File: src/rtl/swc_sequencer_if.sv
// Host/Swc-facing signal bundle of the Swc instruction sequencer.
// The slave modport is the sequencer; the master side holds the host request lines and the Swc ready line.
interface swc_sequencer_if;
    logic        start;
    logic [1:0]  mode;
    logic [23:0] value;
    logic        abort;
    logic        swc_ready;
    logic [11:0] inst;
    logic        inst_en;
    logic        busy;
    logic        done;
    logic        aborted;

    modport master (
        output start, mode, value, abort, swc_ready,
        input  inst, inst_en, busy, done, aborted
    );

    modport slave (
        input  start, mode, value, abort, swc_ready,
        output inst, inst_en, busy, done, aborted
    );
endinterface

File: src/rtl/swc_sequencer.sv
// Turns one host request into the Swc sequence LD0/LD1/LD2 [+ CCD/CCU, wait, optional CCS abort].
// Every output is a flop, decoded from the next state so it lines up with the state it belongs to.
module swc_sequencer (
    input  logic           clock,
    input  logic           reset,
    swc_sequencer_if.slave bus
);

    localparam logic [3:0] OP_LD0 = 4'h1;
    localparam logic [3:0] OP_LD1 = 4'h2;
    localparam logic [3:0] OP_LD2 = 4'h3;
    localparam logic [3:0] OP_CCU = 4'h6;
    localparam logic [3:0] OP_CCD = 4'h7;
    localparam logic [3:0] OP_CCS = 4'h8;

    localparam logic [1:0] MODE_CCD = 2'd1;
    localparam logic [1:0] MODE_CCU = 2'd2;

    typedef enum logic [3:0] {
        S_INIT,
        S_IDLE,
        S_LD0,
        S_LD1,
        S_LD2,
        S_RUN,
        S_WAIT,
        S_STOP,
        S_DONE
    } state_t;

    state_t      state;
    state_t      state_nx;
    logic [23:0] value_q;
    logic [23:0] value_nx;
    logic [1:0]  mode_q;
    logic [1:0]  mode_nx;
    logic [11:0] inst_nx;
    logic        inst_en_nx;
    logic        busy_nx;
    logic        done_nx;
    logic        aborted_nx;
    logic        count_mode;

    assign count_mode = (mode_q == MODE_CCD) || (mode_q == MODE_CCU);

    always_comb begin
        // NOTE: every variable gets a default before the case so no path leaves one unassigned (no latches).
        state_nx   = state;
        value_nx   = value_q;
        mode_nx    = mode_q;
        aborted_nx = 1'b0;

        unique case (state)
            S_INIT: state_nx = S_IDLE;
            S_IDLE: begin
                if (bus.start) begin
                    state_nx = S_LD0;
                    value_nx = bus.value;
                    mode_nx  = bus.mode;
                end
            end
            S_LD0: state_nx = S_LD1;
            S_LD1: state_nx = S_LD2;
            // A zero count would run the full 2^24 wrap, so it finishes as a plain load.
            S_LD2: state_nx = (count_mode && (value_q != 24'd0)) ? S_RUN : S_DONE;
            S_RUN: state_nx = S_WAIT;
            S_WAIT: begin
                if (bus.swc_ready) begin
                    state_nx = S_DONE;
                end else if (bus.abort) begin
                    state_nx = S_STOP;
                end
            end
            S_STOP: begin
                state_nx   = S_DONE;
                aborted_nx = 1'b1;
            end
            S_DONE: state_nx = S_IDLE;
            default: state_nx = S_INIT;
        endcase

        inst_nx    = 12'h000;
        inst_en_nx = 1'b0;
        done_nx    = (state_nx == S_DONE);
        busy_nx    = (state_nx != S_IDLE);
        unique case (state_nx)
            S_LD0:  inst_nx = {OP_LD0, value_nx[7:0]};
            S_LD1:  inst_nx = {OP_LD1, value_nx[15:8]};
            S_LD2:  inst_nx = {OP_LD2, value_nx[23:16]};
            S_RUN:  inst_nx = {(mode_nx == MODE_CCU) ? OP_CCU : OP_CCD, 8'h00};
            S_STOP: inst_nx = {OP_CCS, 8'h00};
            default: inst_nx = 12'h000;
        endcase
        inst_en_nx = (state_nx == S_LD0) || (state_nx == S_LD1) || (state_nx == S_LD2) ||
                     (state_nx == S_RUN) || (state_nx == S_STOP);
    end

    always_ff @(posedge clock) begin
        // NOTE: sequential state uses non-blocking assignments so every flop samples pre-edge values.
        if (reset) begin
            state       <= S_INIT;
            value_q     <= 24'd0;
            mode_q      <= 2'd0;
            bus.inst    <= 12'h000;
            bus.inst_en <= 1'b0;
            bus.busy    <= 1'b1;
            bus.done    <= 1'b0;
            bus.aborted <= 1'b0;
        end else begin
            state       <= state_nx;
            value_q     <= value_nx;
            mode_q      <= mode_nx;
            bus.inst    <= inst_nx;
            bus.inst_en <= inst_en_nx;
            bus.busy    <= busy_nx;
            bus.done    <= done_nx;
            bus.aborted <= aborted_nx;
        end
    end

endmodule

File: src/flat_wrapper.sv
// flat-port wrapper written by rule: the top's interface ports become plain ports
module swc_sequencer_flat 
  (clock, reset, bus_start, bus_mode, bus_value, bus_abort, bus_swc_ready, bus_inst, bus_inst_en, bus_busy, bus_done, bus_aborted);
  swc_sequencer_if bus_i ();
  input  logic clock;
  input  logic reset;
  input wire logic [$bits(bus_i.start)-1:0] bus_start;
  input wire logic [$bits(bus_i.mode)-1:0] bus_mode;
  input wire logic [$bits(bus_i.value)-1:0] bus_value;
  input wire logic [$bits(bus_i.abort)-1:0] bus_abort;
  input wire logic [$bits(bus_i.swc_ready)-1:0] bus_swc_ready;
  output wire logic [$bits(bus_i.inst)-1:0] bus_inst;
  output wire logic [$bits(bus_i.inst_en)-1:0] bus_inst_en;
  output wire logic [$bits(bus_i.busy)-1:0] bus_busy;
  output wire logic [$bits(bus_i.done)-1:0] bus_done;
  output wire logic [$bits(bus_i.aborted)-1:0] bus_aborted;
  assign bus_i.start = bus_start;
  assign bus_i.mode = bus_mode;
  assign bus_i.value = bus_value;
  assign bus_i.abort = bus_abort;
  assign bus_i.swc_ready = bus_swc_ready;
  assign bus_inst = bus_i.inst;
  assign bus_inst_en = bus_i.inst_en;
  assign bus_busy = bus_i.busy;
  assign bus_done = bus_i.done;
  assign bus_aborted = bus_i.aborted;
  swc_sequencer u_core (.clock(clock), .reset(reset), .bus(bus_i));
endmodule
File: config.mk
export PLATFORM = sky130hd
export DESIGN_NAME = swc_sequencer_flat
export DESIGN_NICKNAME = d
export VERILOG_FILES = /design/src/rtl/swc_sequencer_if.sv /design/src/rtl/swc_sequencer.sv /design/src/flat_wrapper.sv
export SDC_FILE = /design/constraint.sdc
export NUM_CORES = 1
export LEC_CHECK = 0
export CAP_MARGIN = 20
export CELL_PAD_IN_SITES_DETAIL_PLACEMENT = 1
export CELL_PAD_IN_SITES_GLOBAL_PLACEMENT = 2
export CORE_MARGIN = 3
export CORE_UTILIZATION = 31
export CTS_BUF_LIST = sky130_fd_sc_hd__clkbuf_8
export CTS_CLUSTER_DIAMETER = 80
export DETAILED_ROUTE_END_ITERATION = 10
export MAX_ROUTING_LAYER = met4
export PLACE_DENSITY = 0.82
export SYNTH_ARGS = -nofsm -noshare
export SYNTH_HDL_FRONTEND = slang
export SYNTH_SLANG_ARGS = --single-unit
File: constraint.sdc
create_clock -name clock -period 3 [get_ports clock]
set_input_delay 0.45 -clock clock [delete_from_list [all_inputs] [get_ports clock]]
set_output_delay 0.45 -clock clock [all_outputs]
set_load 0.05 [all_outputs]
# --- After elaboration in Yosys (flattened, before gate mapping) ---
# Index checks and enable logic that the tools add are counted.
op_classes:
  mux: 12
  n_eq_ne: 18
  reduce_logical: 9
op_table:
  columns: ["op", "n"]
  rows:
  - ["$pmux W12 S5", 1]
  - ["$mux W24", 2]
  - ["$pmux W4 S8", 1]
  - ["$eq A4 B3 Y1 const B", 7]
  - ["$reduce_bool A24 Y1", 1]
  - ["$eq A4 B2 Y1 const B", 4]
  - ["$mux W4", 4]
  - ["$eq A4 B4 Y1 const B", 2]
  - ["$logic_or A1 B1 Y1", 5]
  - ["$eq A2 B2 Y1 const B", 2]
  - ["$eq A4 B1 Y1 const B", 1]
  - ["$logic_not A4 Y1", 1]
  - ["$mux W2", 2]
  - ["$ne A4 B1 Y1 const B", 1]
  - ["$eq A2 B1 Y1 const B", 1]
  - ["$mux W1", 2]
  - ["$reduce_or A2 Y1", 1]
  - ["$logic_and A1 B1 Y1", 1]
word_totals:
  in_bits: 31
  ff_bits: 46
  output_inout_bits: 16

# --- Depth between registers and ports, before layout ---
# Gate-level depths: netlist (run 1).
depth:
  word_depth: 10
  mapped_depth: 7
  ltp_nobuf: 4

# --- Worst setup path after synthesis (run 1) ---
# Ideal clock, no wire load.
synth_path:
  path_kind: "register to register"
  start: "register u_core.state[2]"
  end: "register u_core.bus.inst[1]"
  t_arrival_ns: 1.338
  synth_period_minus_slack_ns: 1.417
  setup_ns: 0.079
  stages_incl_launch_ff: 7
  t_required_ns: 2.921
  slack_ns: 1.583
  path_cell_list: "dfxtp_1 buf_6 or3b_4 nor2_1 o211ai_2 buf_6 a22oi_1"
synth_via:
  elab_chain_cells: 5
synth_lines:
  columns: ["element", "line", "text"]
  rows:
  - ["start: declaration", "swc_sequencer.sv:31", "state_t state;"]
  - ["start signal: assignment", "swc_sequencer.sv:110", "state <= state_nx;"]
  - ["$eq A4 B4 Y1 (tied with other cells)", "swc_sequencer.sv:53", "unique case (state)"]
  - ["$reduce_or A2 Y1 (no source line) / $mux W4 (equally long branches)", null, null]
  - ["$pmux W4 S8", "swc_sequencer.sv:53", null]
  - ["$eq A4 B3 Y1 / $eq A4 B2 Y1 (equally long branches)", "swc_sequencer.sv:86", "unique case (state_nx)"]
  - ["$pmux W12 S5 *", "swc_sequencer.sv:86", null]
  - ["end signal: assignment", "swc_sequencer.sv:113", "bus.inst <= inst_nx;"]
  - ["end: declaration", "swc_sequencer_if.sv:22", "output inst, inst_en, busy, done, aborted"]
# Mark *: on every way between the ends. The rest lies on a longest branch, timed or not.
# A chain may end at the register's enable or synchronous reset.

# --- Worst setup path after layout (run 1) ---
layout_path:
  start: "register u_core.value_q[1]"
  end: "register u_core.state[0]"
layout_via:
  elab_chain_cells: 4
layout_lines:
  columns: ["element", "line", "text"]
  rows:
  - ["start: declaration", "swc_sequencer.sv:33", "logic [23:0] value_q;"]
  - ["start signal: assignment", "swc_sequencer.sv:111", "value_q <= value_nx;"]
  - ["$reduce_bool A24 Y1", "swc_sequencer.sv:65", "S_LD2: state_nx = (count_mode && (value_q != 24'd0)) ? S_RUN : S_DONE;"]
  - ["$logic_and A1 B1 Y1", "swc_sequencer.sv:65", null]
  - ["$mux W4", "swc_sequencer.sv:65", null]
  - ["$pmux W4 S8", "swc_sequencer.sv:53", null]
# Every way passes these cells.

==> impl_metrics.xml, run 1 <==
<?xml version="1.0" encoding="UTF-8"?>
<metrics>
  <group name="die">
    <metric name="core_area" unit="mm2">0.00571</metric>
    <metric name="start_util" unit="%">33.1</metric>
    <metric name="design.die.area" unit="mm2">0.00706</metric>
    <metric name="floorplan.die.width" unit="um">84.0</metric>
    <metric name="core.rowCount" unit="">27</metric>
    <metric name="ioPinCount" unit="">47</metric>
    <metric name="floorplan.die.height" unit="um">84.0</metric>
  </group>
  <group name="yosys">
    <metric name="yosys_register_bits" unit="">46</metric>
    <metric name="synth_top_family_by_area" unit="">simple AND/OR/NAND/NOR gates</metric>
    <metric name="post-synth-top-area-cell" unit="">dfxtp_1</metric>
    <metric name="synth_edf_count" unit="">0</metric>
    <metric name="synthCells" unit="">226</metric>
    <metric name="dominantRegCellSynth" unit="">dfxtp_1</metric>
    <metric name="synth_adder_area_share" unit="%">0</metric>
    <metric name="synth-xor-area-share" unit="%">0.464</metric>
    <metric name="simple_gate_share_of_the_synthesized_area" unit="%">23.4</metric>
    <metric name="synthArstFlopShare" unit="%">0</metric>
    <metric name="synth_area_leaders" unit="">dfxtp_1 49%, nand2_1 13%, a21oi_1 7.7%</metric>
    <metric name="synthesis.area_per_instance" unit="um2">8.35</metric>
    <metric name="synth_sequential_area_ratio" unit="%">48.8</metric>
    <metric name="synth.cell_area" unit="mm2">0.00189</metric>
    <metric name="synth_compound_gate_area_share" unit="%">17.5</metric>
    <metric name="yosysWarnings" unit="">0</metric>
    <metric name="synthMuxAreaShare" unit="%">4.77</metric>
    <metric name="synth.net_count" unit="">257</metric>
    <metric name="ys_types" unit="">36</metric>
    <metric name="synth.top_cell.area_share" unit="%">48.8</metric>
  </group>
  <group name="grt">
    <metric name="grt_remaining_overflow" unit="">0</metric>
    <metric name="antenna_found_initial" unit="">0</metric>
    <metric name="first_pass_grt_wire_length" unit="mm">8.04</metric>
    <metric name="grt_usage" unit="%">14.6</metric>
    <metric name="grt_max_degree" unit="">27</metric>
    <metric name="vias_in_the_first_global_route" unit="">1597</metric>
  </group>
  <group name="setup_path">
    <metric name="criticalPathCategory" unit="">register to register</metric>
    <metric name="cp.buffers_inverters" unit="">0</metric>
    <metric name="critical-path-top-delay-family" unit="">simple AND/OR/NAND/NOR gates</metric>
    <metric name="required_time_reported_for_the_critical_path_endpoint" unit="ns">3.19</metric>
    <metric name="worstSetupEndpointType" unit="">register</metric>
    <metric name="worstPathMaxFanout" unit="">12</metric>
    <metric name="slowest_cell_delay_on_critical_path" unit="ns">0.56</metric>
    <metric name="path_cells" unit="">nor4_1, nand4_1, o211ai_2, or2b_1</metric>
    <metric name="startpoint_kind_of_the_worst_setup_timing_path" unit="">register</metric>
    <metric name="critical-path-slowest-cell" unit="">o211ai_2</metric>
    <metric name="cp_data_arrival_time" unit="ns">2.21</metric>
  </group>
  <group name="detailed_routing">
    <metric name="wl_met2" unit="mm">2.19</metric>
    <metric name="met3RoutedLength" unit="um">187</metric>
    <metric name="detail_route.first_pass.iterations" unit="">4</metric>
    <metric name="top_layer_used" unit="">met4</metric>
    <metric name="detail_route.drc_violations" unit="">0</metric>
    <metric name="routed_wire_length_per_instance" unit="um">14.2</metric>
    <metric name="route.final.wire_length" unit="mm">4.85</metric>
    <metric name="route.layer.met1.wl" unit="mm">2.41</metric>
    <metric name="route.vias.total" unit="">1658</metric>
    <metric name="detail_routed_via_count_per_cell" unit="">4.85</metric>
    <metric name="detail-route-antenna-nets" unit="">0</metric>
    <metric name="detail_route.iter0.violations" unit="">60</metric>
  </group>
  <group name="power_and_ir_drop">
    <metric name="switching_share" unit="%">25.5</metric>
    <metric name="seq_power_share" unit="%">50.7</metric>
    <metric name="worst_ir_drop_vdd" unit="uV">198</metric>
    <metric name="power" unit="uW">1300</metric>
    <metric name="p_leak" unit="uW">0.000938</metric>
    <metric name="power.density" unit="mW/mm2">522</metric>
    <metric name="clkPwrFrac" unit="%">33.7</metric>
    <metric name="power_switching" unit="uW">333</metric>
    <metric name="combinationalPowerShare" unit="%">15.6</metric>
    <metric name="internal-power" unit="uW">971</metric>
  </group>
  <group name="outcome">
    <metric name="status" unit="">finished clean</metric>
  </group>
  <group name="sta">
    <metric name="max_freq" unit="MHz">496</metric>
    <metric name="report.final.setup_viol" unit="">0</metric>
    <metric name="timing_max_transition_violations_final" unit="">0</metric>
    <metric name="finalHoldViolations" unit="">0</metric>
    <metric name="setup_repair_after_global_routing_missed_its_margin" unit="">no</metric>
    <metric name="shortest_period_the_worst_path_allows" unit="ns">2.01</metric>
    <metric name="smallest_setup_slack_after_layout" unit="ns">0.985</metric>
    <metric name="total_negative_setup_slack" unit="ns">0</metric>
    <metric name="min_period_over_period" unit="%">67.2</metric>
    <metric name="tightest_slew" unit="ns">0.587</metric>
    <metric name="clock_skew" unit="ns">0.00232</metric>
    <metric name="normalized_max_slew_margin" unit="%">60.8</metric>
  </group>
  <group name="cts">
    <metric name="cts_hold_repair.buffers" unit="">0</metric>
    <metric name="max-clock-path-buffers" unit="">2</metric>
    <metric name="tritoncts.num_buffers" unit="">5</metric>
    <metric name="root_buffer" unit="">clkbuf_8</metric>
    <metric name="postCtsSetupRepairBufs" unit="">0</metric>
    <metric name="clk_latency" unit="ns">0.30</metric>
    <metric name="tritoncts_num_sinks" unit="">46</metric>
    <metric name="post_cts.resized_instances" unit="">0</metric>
    <metric name="htree_levels" unit="">2</metric>
    <metric name="clkSlewWorstSetupHoldPaths" unit="ns">0.08</metric>
    <metric name="cts_tree" unit="">yes</metric>
  </group>
  <group name="layout">
    <metric name="num-fill-cells" unit="">679</metric>
    <metric name="multiInputGateArea" unit="um2">871</metric>
    <metric name="layout-area-overhead-vs-synth" unit="%">32.3</metric>
    <metric name="num-nets-final" unit="">300</metric>
    <metric name="post_route_cells_drive_above_1_share" unit="%">8.52</metric>
    <metric name="layout.area.seq" unit="um2">921</metric>
    <metric name="post-route-cell-area" unit="mm2">0.00250</metric>
    <metric name="insertedDiodeCount" unit="">0</metric>
    <metric name="layout.core_utilization" unit="%">43.7</metric>
  </group>
  <group name="place">
    <metric name="preCtsSetupSlack" unit="ns">0.776</metric>
    <metric name="placement.io_buffers" unit="">46</metric>
    <metric name="gp_routability_congestion" unit="">0.782</metric>
    <metric name="place_area" unit="mm2">0.00239</metric>
    <metric name="detailed_place_hpwl" unit="mm">3.51</metric>
  </group>
  <group name="worst_hold_path">
    <metric name="min_delay_path_class" unit="">register to register</metric>
  </group>
  <group name="flow_run">
    <metric name="cap_viol_max_count" unit="">0</metric>
  </group>
</metrics>
area by class of cell:
| type | count | share of cell area, % |
|---|---|---|
| clock buffer | 5 | 2.76 |
| inverter | 5 | 0.752 |
| tap | 72 | 3.61 |
| timing repair buffer | 50 | 19.6 |
| clock inverter | 3 | 1.50 |
| sequential | 46 | 36.9 |
| multi-input combinational | 161 | 34.9 |
power by group through the flow:
stage                     Sequential, uW  Combinational [uW]  Clock (uW)
after floorplan                      684                 109           0
after global placement               676                 203           0
after detailed placement             676                 204           0
after CTS                            662                 205         453
after global routing                 667                 222         488
final                                661                 203         439
routing by layer:
metal	GRT usage (%)	vias to the layer above
li1	-	857
met1	18.9	759
met2	22.6	36
met3	3.26	6
met4	4.82	0
met5	-	-
final timing paths:
kind / start / end / slack (ns) / depth (start not counted)
max: u_core.value_q[1]$_SDFF_PP0_ / u_core.state[0]$_SDFF_PP0_ / 0.99 / 4
min: u_core.value_q[5]$_SDFF_PP0_ / u_core.value_q[5]$_SDFF_PP0_ / 0.46 / 2
max reg2reg: u_core.value_q[1]$_SDFF_PP0_ / u_core.state[0]$_SDFF_PP0_ / 0.99 / 4
min reg2reg: u_core.value_q[5]$_SDFF_PP0_ / u_core.value_q[5]$_SDFF_PP0_ / 0.46 / 2
Yosys cell counts, types with 2 or more instances:
cell type / n
a22oi_1: 9
nor4_1: 7
a31oi_1: 2
a21oi_1: 29
clkbuf_1: 5
dfxtp_1: 46
nand2_1: 67
nor2_1: 9
inv_1: 5
buf_6: 2
o21ai_0: 3
buf_2: 5
mux2_2: 8
o211ai_1: 4
and3_1: 4
registers in the layout, summed over array words and instances, names as in the netlist:
| signal | flops |
|---|---|
| u_core.bus.aborted | 1 |
| u_core.bus.busy | 1 |
| u_core.bus.done | 1 |
| u_core.bus.inst | 12 |
| u_core.bus.inst_en | 1 |
| u_core.mode_q | 2 |
| u_core.state | 4 |
| u_core.value_q | 24 |
stage by stage:
step	hold WS, ns	cells
6_report	0.460	342
5_1_grt	0.486	342
4_1_cts	0.462	342
3_5_place_dp	0.450	334
3_3_place_gp	0.443	334
2_1_floorplan	0.436	226
tightest hold or removal path: stages, from the launching register on:
cell,delay (ns)
dfxtp_1,0.31
nand2_1,0.05
a21oi_1,0.05
placed cells by master (no fill, tap or decap), types with 2 or more instances in the layout:
master           instances
a21oi_1                 29
a22oi_1                  9
a31oi_1                  2
and3_1                   4
buf_4                    4
clkbuf_8                 5
clkdlybuf4s50_1         46
dfxtp_1                 46
inv_1                    7
mux2_2                   8
nand2_1                 67
nor2_1                   9
nor4_1                   7
o211ai_1                 4
o21ai_0                  3
cells by family after synthesis:
| group | count (synthesis) |
|---|---|
| AO/OA/AOI/OAI | 54 |
| flip-flops | 46 |
| multiplexers | 8 |
| AND/OR/NAND/NOR | 98 |
| buffers and inverters | 19 |
| XOR/XNOR | 1 |
Note: power is estimated with default switching activity, not from simulation.
==> inputs of run 2 (changes only) <==
Settings changed: CORE_UTILIZATION 31 to 29, PLACE_DENSITY 0.82 to 0.77.
Clock period 3 ns to 1.92 ns, I/O delays scaled along.
==> impl_metrics.xml, run 2 (same netlist as run 1, synthesis figures left out) <==
<?xml version="1.0" encoding="UTF-8"?>
<metrics>
  <group name="outcome">
    <metric name="status" unit="">finished clean</metric>
  </group>
  <group name="layout">
    <metric name="post-route-cell-area" unit="mm2">0.00253</metric>
    <metric name="largest_register_ff_count" unit="">24</metric>
    <metric name="layout.area.seq" unit="um2">921</metric>
    <metric name="num-fill-cells" unit="">748</metric>
    <metric name="layout-area-overhead-vs-synth" unit="%">34.0</metric>
    <metric name="multiInputGateArea" unit="um2">871</metric>
    <metric name="post_route_cells_drive_above_1_share" unit="%">11.2</metric>
    <metric name="largest_registers" unit="">u_core.value_q x24, u_core.bus.inst x12, u_core.state x4</metric>
    <metric name="num-nets-final" unit="">306</metric>
    <metric name="final_common_cell" unit="">nand2_1</metric>
    <metric name="regMostFlops" unit="">u_core.value_q</metric>
    <metric name="most-common-layout-cells" unit="">67 x nand2_1, 46 x clkdlybuf4s50_1, 46 x dfxtp_1, 29 x a21oi_1, 10 x buf_4</metric>
    <metric name="insertedDiodeCount" unit="">0</metric>
  </group>
  <group name="detailed_routing">
    <metric name="detail_route.iter0.violations" unit="">59</metric>
    <metric name="detail-route-antenna-nets" unit="">0</metric>
    <metric name="detail_route.drc_violations" unit="">0</metric>
    <metric name="routed_wire_length_per_instance" unit="um">14.5</metric>
    <metric name="route.final.wire_length" unit="mm">5.08</metric>
    <metric name="detail_route.first_pass.iterations" unit="">4</metric>
    <metric name="detail_routed_via_count_per_cell" unit="">4.85</metric>
    <metric name="route.vias.total" unit="">1701</metric>
  </group>
  <group name="setup_path">
    <metric name="criticalPathCategory" unit="">register to primary output</metric>
    <metric name="critical-path-slowest-cell" unit="">clkdlybuf4s50_1</metric>
    <metric name="worstPathMaxFanout" unit="">1</metric>
    <metric name="slowest_cell_delay_on_critical_path" unit="ns">0.80</metric>
    <metric name="worstSetupEndpointType" unit="">primary output</metric>
    <metric name="cp.buffers_inverters" unit="">1</metric>
    <metric name="r2r_start" unit="">u_core.value_q[1]$_SDFF_PP0_</metric>
    <metric name="critical-path-top-delay-family" unit="">buffers and inverters</metric>
    <metric name="required_time_reported_for_the_critical_path_endpoint" unit="ns">1.63</metric>
    <metric name="reg2reg_slack" unit="ns">0.25</metric>
    <metric name="reg2reg_to" unit="">u_core.bus.inst[4]$_SDFF_PP0_</metric>
    <metric name="r2r_cells" unit="">7</metric>
    <metric name="crit_start" unit="">u_core.bus.inst[2]$_SDFF_PP0_</metric>
    <metric name="startpoint_kind_of_the_worst_setup_timing_path" unit="">register</metric>
    <metric name="cp_data_arrival_time" unit="ns">1.44</metric>
    <metric name="path_cells" unit="">clkdlybuf4s50_1</metric>
  </group>
  <group name="sta">
    <metric name="setup_repair_after_global_routing_missed_its_margin" unit="">no</metric>
    <metric name="tightest_slew" unit="ns">0.536</metric>
    <metric name="report.final.setup_viol" unit="">0</metric>
    <metric name="finalHoldViolations" unit="">0</metric>
    <metric name="clock_skew" unit="ns">0.00838</metric>
    <metric name="total_negative_setup_slack" unit="ns">0</metric>
    <metric name="min_period_over_period" unit="%">89.9</metric>
    <metric name="timing_max_transition_violations_final" unit="">0</metric>
    <metric name="max_freq" unit="MHz">580</metric>
    <metric name="normalized_max_slew_margin" unit="%">64.2</metric>
    <metric name="shortest_period_the_worst_path_allows" unit="ns">1.73</metric>
  </group>
  <group name="power_and_ir_drop">
    <metric name="power.density" unit="mW/mm2">782</metric>
    <metric name="worst_ir_drop_vdd" unit="uV">317</metric>
    <metric name="p_leak" unit="uW">0.000951</metric>
  </group>
  <group name="die">
    <metric name="start_util" unit="%">31.0</metric>
    <metric name="floorplan.die.height" unit="um">86.7</metric>
    <metric name="design.die.area" unit="mm2">0.00752</metric>
    <metric name="core.rowCount" unit="">28</metric>
    <metric name="ioPinCount" unit="">47</metric>
    <metric name="floorplan.die.width" unit="um">86.7</metric>
    <metric name="core_area" unit="mm2">0.00610</metric>
  </group>
  <group name="grt">
    <metric name="grt_max_degree" unit="">27</metric>
    <metric name="grt_usage" unit="%">14.6</metric>
    <metric name="grt_remaining_overflow" unit="">0</metric>
    <metric name="antenna_found_initial" unit="">0</metric>
    <metric name="vias_in_the_first_global_route" unit="">1680</metric>
    <metric name="first_pass_grt_wire_length" unit="mm">8.27</metric>
  </group>
  <group name="cts">
    <metric name="htree_levels" unit="">2</metric>
    <metric name="cts_tree" unit="">yes</metric>
    <metric name="tritoncts.num_buffers" unit="">5</metric>
    <metric name="root_buffer" unit="">clkbuf_8</metric>
    <metric name="cts_hold_repair.buffers" unit="">0</metric>
    <metric name="post_cts.resized_instances" unit="">0</metric>
    <metric name="postCtsSetupRepairBufs" unit="">0</metric>
    <metric name="max-clock-path-buffers" unit="">2</metric>
    <metric name="clkSlewWorstSetupHoldPaths" unit="ns">0.09</metric>
    <metric name="clk_latency" unit="ns">0.31</metric>
    <metric name="tritoncts_num_sinks" unit="">46</metric>
  </group>
  <group name="worst_hold_path">
    <metric name="min_delay_worst_endpoint" unit="">u_core.value_q[0]$_SDFF_PP0_</metric>
    <metric name="worst_hold_startpoint" unit="">u_core.value_q[0]$_SDFF_PP0_</metric>
    <metric name="hold-path-cell-count" unit="">2</metric>
    <metric name="min_delay_path_class" unit="">register to register</metric>
  </group>
  <group name="place">
    <metric name="gp_routability_congestion" unit="">0.787</metric>
    <metric name="place_area" unit="mm2">0.00244</metric>
    <metric name="detailed_place_hpwl" unit="mm">3.77</metric>
    <metric name="placement.io_buffers" unit="">46</metric>
  </group>
  <group name="flow_run">
    <metric name="cap_viol_max_count" unit="">0</metric>
  </group>
</metrics>
## run 2: layout make-up
type / instances / share of cell area (%)
Timing Repair Buffer: 56 / 21.2
Tap cell: 75 / 3.71
Clock inverter: 3 / 0.841
Clock buffer: 5 / 2.72
Inverter: 5 / 0.742
Multi-Input combinational cell: 161 / 34.4
Sequential cell: 46 / 36.4
## run 2: how the worst max path moves through the flow
stage / end / slack (ns) / depth (start not counted)
2_1_floorplan: u_core.bus.inst[1]$_SDFF_PP0_ / 0.50 / 6
3_3_place_gp: u_core.bus.inst[1]$_SDFF_PP0_ / 0.22 / 4
3_5_place_dp: u_core.bus.inst[4]$_SDFF_PP0_ / 0.14 / 4
4_1_cts: bus_inst[2] / 0.18 / 1
5_1_grt: u_core.bus.inst[4]$_SDFF_PP0_ / 0.09 / 7
6_report: bus_inst[2] / 0.19 / 1
## run 2: metal layers
metal | GRT usage (%) | wire length (um) | vias to the layer above
li1 | - | - | 873
met1 | 18.5 | 2450 | 784
met2 | 22.2 | 2290 | 36
met3 | 3.80 | 244 | 8
met4 | 5.38 | 89 | 0
met5 | - | 0 | -
## run 2: stage by stage
stage                     instances  hold slack [ns]  total power [uW]  utilization [%]  setup slack, ns
final                           351            0.462              1980             41.5            0.195
after CTS                       351            0.464              1990             41.5            0.178
after global placement          343            0.440              1390             40.0            0.223
after detailed placement        343            0.451              1400             40.0            0.144
after floorplan                 226            0.368              1240                -            0.503
after global routing            351            0.491              2080             41.5           0.0909
## run 2: power breakdown
group,leakage [uW],internal (uW),switching (uW)
registers,0.000374,996,31.6
logic,0.000532,157,186
clock network,0.0000441,256,350
## run 2: worst reg2reg max path: stages, from the launching register on
cell	delay, ns
dfxtp_1	0.33
nor4_1	0.30
buf_4	0.17
nand4_1	0.09
buf_4	0.18
o211ai_2	0.17
buf_4	0.20
a22oi_1	0.10
==> inputs of run 3 (changes only) <==
Settings changed: SLEW_MARGIN from default to 20.
==> results of run 3 <==
The final DEF is identical to that of run 2; final timing and power are the same.
